==> src/rtl/wb_led_pwm.sv <==
// Wishbone-controlled PWM LED driver: prescaled PWM counter, duty compare,
// per-LED mask and an optional blink gate that toggles every 16 PWM periods.
module wb_led_pwm #(
  parameter int NUM_LEDS  = 8,
  parameter int PWM_WIDTH = 8
) (
  input  logic                clock,
  input  logic                reset,
  input  logic [4:0]          adr_i,
  input  logic [31:0]         dat_i,
  output logic [31:0]         dat_o,
  input  logic                we_i,
  input  logic [3:0]          sel_i,
  input  logic                stb_i,
  input  logic                cyc_i,
  output logic                ack_o,
  output logic                err_o,
  output logic [NUM_LEDS-1:0] led_o
);

  localparam logic [PWM_WIDTH-1:0] CNT_MAX  = {PWM_WIDTH{1'b1}};
  localparam logic [PWM_WIDTH-1:0] DUTY_RST = {1'b1, {(PWM_WIDTH-1){1'b0}}};
  localparam logic [15:0]          PERIOD_RST = 16'h03E7;

  logic                 en_q, en_d, blink_q, blink_d;
  logic [15:0]          period_q, period_d, presc_q, presc_d;
  logic [PWM_WIDTH-1:0] duty_q, duty_d, cnt_q, cnt_d;
  logic [NUM_LEDS-1:0]  mask_q, mask_d, led_q, led_d;
  logic [3:0]           wrap_q, wrap_d;
  logic                 phase_q, phase_d;
  logic                 ack_q, ack_d, err_q, err_d;
  logic [31:0]          dat_q, dat_d;

  logic        req_s, valid_s, wr_s, tick_s, pwm_on_s, unused_s;
  logic [2:0]  idx_s;
  logic [31:0] rdata_s, merged_s;

  function automatic logic [31:0] merge_lanes(input logic [31:0] old_v,
                                              input logic [31:0] new_v,
                                              input logic [3:0]  sel);
    logic [31:0] r;
    r = old_v;
    for (int b = 0; b < 4; b++) begin
      if (sel[b]) r[8*b +: 8] = new_v[8*b +: 8];
      else        r[8*b +: 8] = old_v[8*b +: 8];
    end
    return r;
  endfunction

  // A new request is only accepted while no termination is being presented.
  assign req_s    = stb_i & cyc_i & ~ack_q & ~err_q;
  assign idx_s    = adr_i[4:2];
  assign valid_s  = (idx_s <= 3'd4);
  assign wr_s     = req_s & we_i & valid_s;
  assign merged_s = merge_lanes(rdata_s, dat_i, sel_i);
  assign tick_s   = en_q & (presc_q == 16'd0);
  assign pwm_on_s = (cnt_q < duty_q);
  assign unused_s = ^{adr_i[1:0], merged_s};

  // Read multiplexer
  always_comb begin
    rdata_s = 32'd0;
    case (idx_s)
      3'd0:    rdata_s = {30'd0, blink_q, en_q};
      3'd1:    rdata_s = {16'd0, period_q};
      3'd2:    rdata_s = 32'(duty_q);
      3'd3:    rdata_s = 32'(mask_q);
      3'd4:    rdata_s = 32'(cnt_q) | (32'(phase_q) << 16);
      default: rdata_s = 32'd0;
    endcase
  end

  // Control register writes and bus termination
  always_comb begin
    en_d     = en_q;
    blink_d  = blink_q;
    period_d = period_q;
    duty_d   = duty_q;
    mask_d   = mask_q;
    if (wr_s) begin
      case (idx_s)
        3'd0: begin
          en_d    = merged_s[0];
          blink_d = merged_s[1];
        end
        3'd1:    period_d = merged_s[15:0];
        3'd2:    duty_d   = merged_s[PWM_WIDTH-1:0];
        3'd3:    mask_d   = merged_s[NUM_LEDS-1:0];
        default: period_d = period_q;
      endcase
    end else begin
      en_d = en_q;
    end
    ack_d = req_s & valid_s;
    err_d = req_s & ~valid_s;
    if (req_s & valid_s & ~we_i) dat_d = rdata_s;
    else                         dat_d = 32'd0;
  end

  // Prescaler, PWM counter, wrap counter and blink phase
  always_comb begin
    presc_d = presc_q;
    cnt_d   = cnt_q;
    wrap_d  = wrap_q;
    phase_d = phase_q;
    if (!en_q) begin
      presc_d = period_q;
      cnt_d   = {PWM_WIDTH{1'b0}};
      wrap_d  = 4'd0;
      phase_d = 1'b0;
    end else if (tick_s) begin
      presc_d = period_q;
      cnt_d   = cnt_q + PWM_WIDTH'(1);
      if (cnt_q == CNT_MAX) begin
        wrap_d = wrap_q + 4'd1;
        if (wrap_q == 4'hF) phase_d = ~phase_q;
        else                phase_d = phase_q;
      end else begin
        wrap_d = wrap_q;
      end
    end else begin
      presc_d = presc_q - 16'd1;
    end
    if (en_q & pwm_on_s & (~blink_q | phase_q)) led_d = mask_q;
    else                                        led_d = {NUM_LEDS{1'b0}};
  end

  // State registers
  always_ff @(posedge clock or negedge reset) begin
    if (!reset) begin
      en_q     <= 1'b0;
      blink_q  <= 1'b0;
      period_q <= PERIOD_RST;
      duty_q   <= DUTY_RST;
      mask_q   <= {NUM_LEDS{1'b0}};
      presc_q  <= PERIOD_RST;
      cnt_q    <= {PWM_WIDTH{1'b0}};
      wrap_q   <= 4'd0;
      phase_q  <= 1'b0;
      ack_q    <= 1'b0;
      err_q    <= 1'b0;
      dat_q    <= 32'd0;
      led_q    <= {NUM_LEDS{1'b0}};
    end else begin
      en_q     <= en_d;
      blink_q  <= blink_d;
      period_q <= period_d;
      duty_q   <= duty_d;
      mask_q   <= mask_d;
      presc_q  <= presc_d;
      cnt_q    <= cnt_d;
      wrap_q   <= wrap_d;
      phase_q  <= phase_d;
      ack_q    <= ack_d;
      err_q    <= err_d;
      dat_q    <= dat_d;
      led_q    <= led_d;
    end
  end

  assign ack_o = ack_q;
  assign err_o = err_q;
  assign dat_o = dat_q;
  assign led_o = led_q;

endmodule

==> config.mk <==
export PLATFORM = sky130hd
export DESIGN_NAME = wb_led_pwm
export DESIGN_NICKNAME = d
export VERILOG_FILES = /design/src/rtl/wb_led_pwm.sv
export SDC_FILE = /design/constraint.sdc
export NUM_CORES = 1
export LEC_CHECK = 0
export BUFFER_PORTS_ARGS = -buffer_cell sky130_fd_sc_hd__buf_4
export CAP_MARGIN = 20
export CORE_ASPECT_RATIO = 0.6
export CORE_MARGIN = 4
export CORE_UTILIZATION = 51
export CTS_CLUSTER_SIZE = 40
export DETAILED_ROUTE_END_ITERATION = 16
export MAX_ROUTING_LAYER = met4
export PLACE_DENSITY = 0.75
export SYNTH_ARGS = -nofsm -noshare
export SYNTH_HDL_FRONTEND = slang
export SYNTH_SLANG_ARGS = --single-unit
==> constraint.sdc <==
create_clock -name clock -period 2.3 [get_ports clock]
set_clock_uncertainty 0.2 [all_clocks]
set_input_delay 0.69 -clock clock [delete_from_list [all_inputs] [get_ports clock]]
set_output_delay 0.69 -clock clock [all_outputs]
set_load 0.05 [all_outputs]
==> results.md <==
* Hold Vio Cnt, Final at 0
* Synth warn at 0
* Initial antenna violation count at 0
* Via density at 5.77
* Global-route wire length before repair at 18,300 µm
* Vias after detailed routing at 3,823
* Root Driver: clkbuf_16
* H-Tree Depth at 3
* Peak supply drop at 0.000520 V
* Drt first pass iters at 5
* Total GRT Usage at 23.6%
* Fillers at 672
* # setup viols final at 2
* CTS Buf Count at 9
* Worst path required time at 2.36 ns
* Worst-case clock buffer depth at 2
* CTS tree: yes
* WL final at 11,600 µm
* Pleak at 2.59 nW
* DR WL/cell at 17.5 µm
* Starting DRT DRC Count at 386
* Layout cell share with drive strength beyond 1 at 25.4%
* Die W at 130 µm
* Vias in the first global route at 3,615
* Met3 Usage GRT at 7.62%
* Setup WS pre-CTS at -0.0287 ns
* Placed Area at 5250 µm²
* F_max at 0.433 GHz
* Starting Density at 52.7%
* Grt met1 use at 33.0%
* Max-Cap Viols at 0
* WS Path Type: flip-flop to flip-flop
* Routed Antenna Nets at 0
* Worst Setup End Kind: flip-flop
* Dpl hpwl at 8100 µm
* Grt total ovfl at 0
* Async S/R FF share, synth at 100%
* DRC viols at 0
* Most Used Layer, Global Route: met2
* Hold Slack at 0.280 ns
* Core box area at 8590 µm²
* Post-route setup slack at -0.0107 ns
* Synth cell types at 50
* FF/Latch Area at 2270 µm²
* Post-Syn Instances at 460
* Worst hold path class: flip-flop to flip-flop
* Antenna fix cells at 0
* CP arrival at 2.37 ns
* Number of synthesized register bits at 90
* Measured slew at the worst slew-check pin at 0.559 ns
* Slew HR at 62.5%
* Clk_lat worst skew at 0.34 ns
* GRT met2 Usage at 33.1%
* Post-synth EDFFs at 0
* Outcome: finished with violations
* CP max FO at 6
* Nets at 602
* Pwr Density at 972 nW/µm²
* Mean Syn Cell Area at 9.84 µm²
* Startpoint Class: flip-flop
* GP Congestion at 0.919
* Slew Viols, Final at 0
* Hold_sp: period_q[9]
* Die area at 10,500 µm²
* Pin count of the biggest net entering global routing at 44
* Area Growth Syn to Fin at 25.1%
* # rows at 26
* Area occupied by multi-input gates at 2100 µm²
* Die Y-Extent at 81.0 µm
* Total chip power at 5.50 mW
* Clk pin slew, worst setup/hold paths at 0.06 ns
* R2r startpoint: presc_q[1]
* Failing checks: setup timing
* Port Buf Inserts at 52
* Cell area after synthesis at 4530 µm²
* CTS sink count at 90
* Synth Flop Type: dfrtp_1
* Seq/Total Area, Yosys at 50.2%
* Final Instance Area at 5660 µm²
* Ports at 88
* Clock period minus worst slack at 2.31 ns
* CP Launch Point: presc_q[1]
* Final Cycle Share at 100%
[flip-flops by register name, indices dropped and copies added, names as in the netlist, 4 cells and up]
register / count
dat_o: 17
period_q: 16
presc_q: 16
cnt_q: 8
duty_q: 8
led_o: 8
mask_q: 8
wrap_q: 4
[Yosys cell counts, drive strengths merged (9+ instances only)]
| cell | instances | area, µm² |
|---|---|---|
| nand2 | 38 | 145 |
| mux2i | 11 | 110 |
| dfstp | 17 | 447 |
| o21ai | 24 | 120 |
| o31ai | 9 | 67.6 |
| nor2 | 56 | 210 |
| nor3 | 9 | 56.3 |
| or4 | 11 | 82.6 |
| dfrtp | 73 | 1830 |
| buf | 23 | 156 |
| a21oi | 34 | 170 |
| ha | 10 | 125 |
| a31oi | 21 | 131 |
| inv | 18 | 67.6 |
| nor4 | 9 | 98.8 |
| clkbuf | 9 | 33.8 |
| nand3b | 12 | 90.1 |
| xnor2 | 10 | 87.6 |
[through the flow]
step / TNS [ns] / utilization, % / instances
after CTS: 0 / 65.0 / 657
after global placement: -0.00744 / 61.2 / 640
after floorplan: -0.0200 / - / 474
final: -0.0152 / 65.9 / 663
after global routing: -0.316 / 65.9 / 663
after detailed placement: -0.109 / 61.2 / 640
[cells by family after synthesis]
family / count (synthesis) / synth area share [%]
fa+ha+maj: 10 / 2.76
mux: 19 / 4.42
xor+xnor: 14 / 2.71
other cells: 1 / 0.0828
flops: 90 / 50.2
compound gates: 98 / 12.5
buf+inv: 50 / 5.69
simple gates: 178 / 21.6
[worst max-delay path: stages (launching register included)]
cell	delay (ns)
dfstp_2	0.38
inv_1	0.09
ha_4	0.15
nor3b_4	0.36
nand4_1	0.21
buf_6	0.19
or4_1	0.49
a21oi_1	0.15
[final timing paths]
kind / end / slack (ns) / depth (start not counted)
max reg2reg: cnt_q[7] / -0.01 / 7
min in group asynchronous: period_q[11] / 0.52 / 2
min reg2reg: presc_q[9] / 0.28 / 2
min: presc_q[9] / 0.28 / 2
max: cnt_q[7] / -0.01 / 7
max in group asynchronous: duty_q[7] / 0.85 / 3
[area by class of cell]
| class | count | share of cell area [%] |
|---|---|---|
| multi-input cells | 334 | 37.1 |
| clock buffers | 9 | 3.98 |
| clock inverters | 7 | 1.63 |
| inverters | 18 | 1.19 |
| repair buffers | 93 | 13.5 |
| well taps | 112 | 2.47 |
| flip-flops and latches | 90 | 40.1 |
[cell usage in the layout, fill, tap and decap left out, types with 5 or more instances in the layout]
cell	instances
a21oi_1	32
a31oi_1	21
and2_1	8
buf_12	5
buf_4	85
clkbuf_16	9
conb_1	15
dfrtp_1	73
dfstp_2	17
ha_1	9
inv_1	18
mux2_1	6
mux2i_1	11
nand2_1	37
nand2b_1	7
nand3_1	6
nand3b_1	12
nor2_1	56
nor3_1	8
nor4_1	5
o21ai_0	17
o21ai_1	7
o31ai_1	9
or4_1	11
xnor2_1	10
[layer usage]
layer,share of wire (%),vias to the layer above,routed length [µm]
li1,-,1769,-
met1,45,1863,5220
met2,44,167,5150
met3,9.3,24,1080
met4,1.3,0,153
met5,0,-,0
[timing repair]
item                                   4_1_cts  5_1_grt
endpoints found under the hold margin        4        0
buffers inserted                             0        5
hold buffers                                 1        0
setup endpoints to repair                    0       11
gates resized for setup                      0        7
[where the power goes]
| group | switching (mW) | internal, mW |
|---|---|---|
| clock | 0.611 | 0.951 |
| sequential | 0.369 | 1.98 |
| combinational | 0.935 | 0.660 |
No activity file was read; power rests on OpenSTA's default activity.
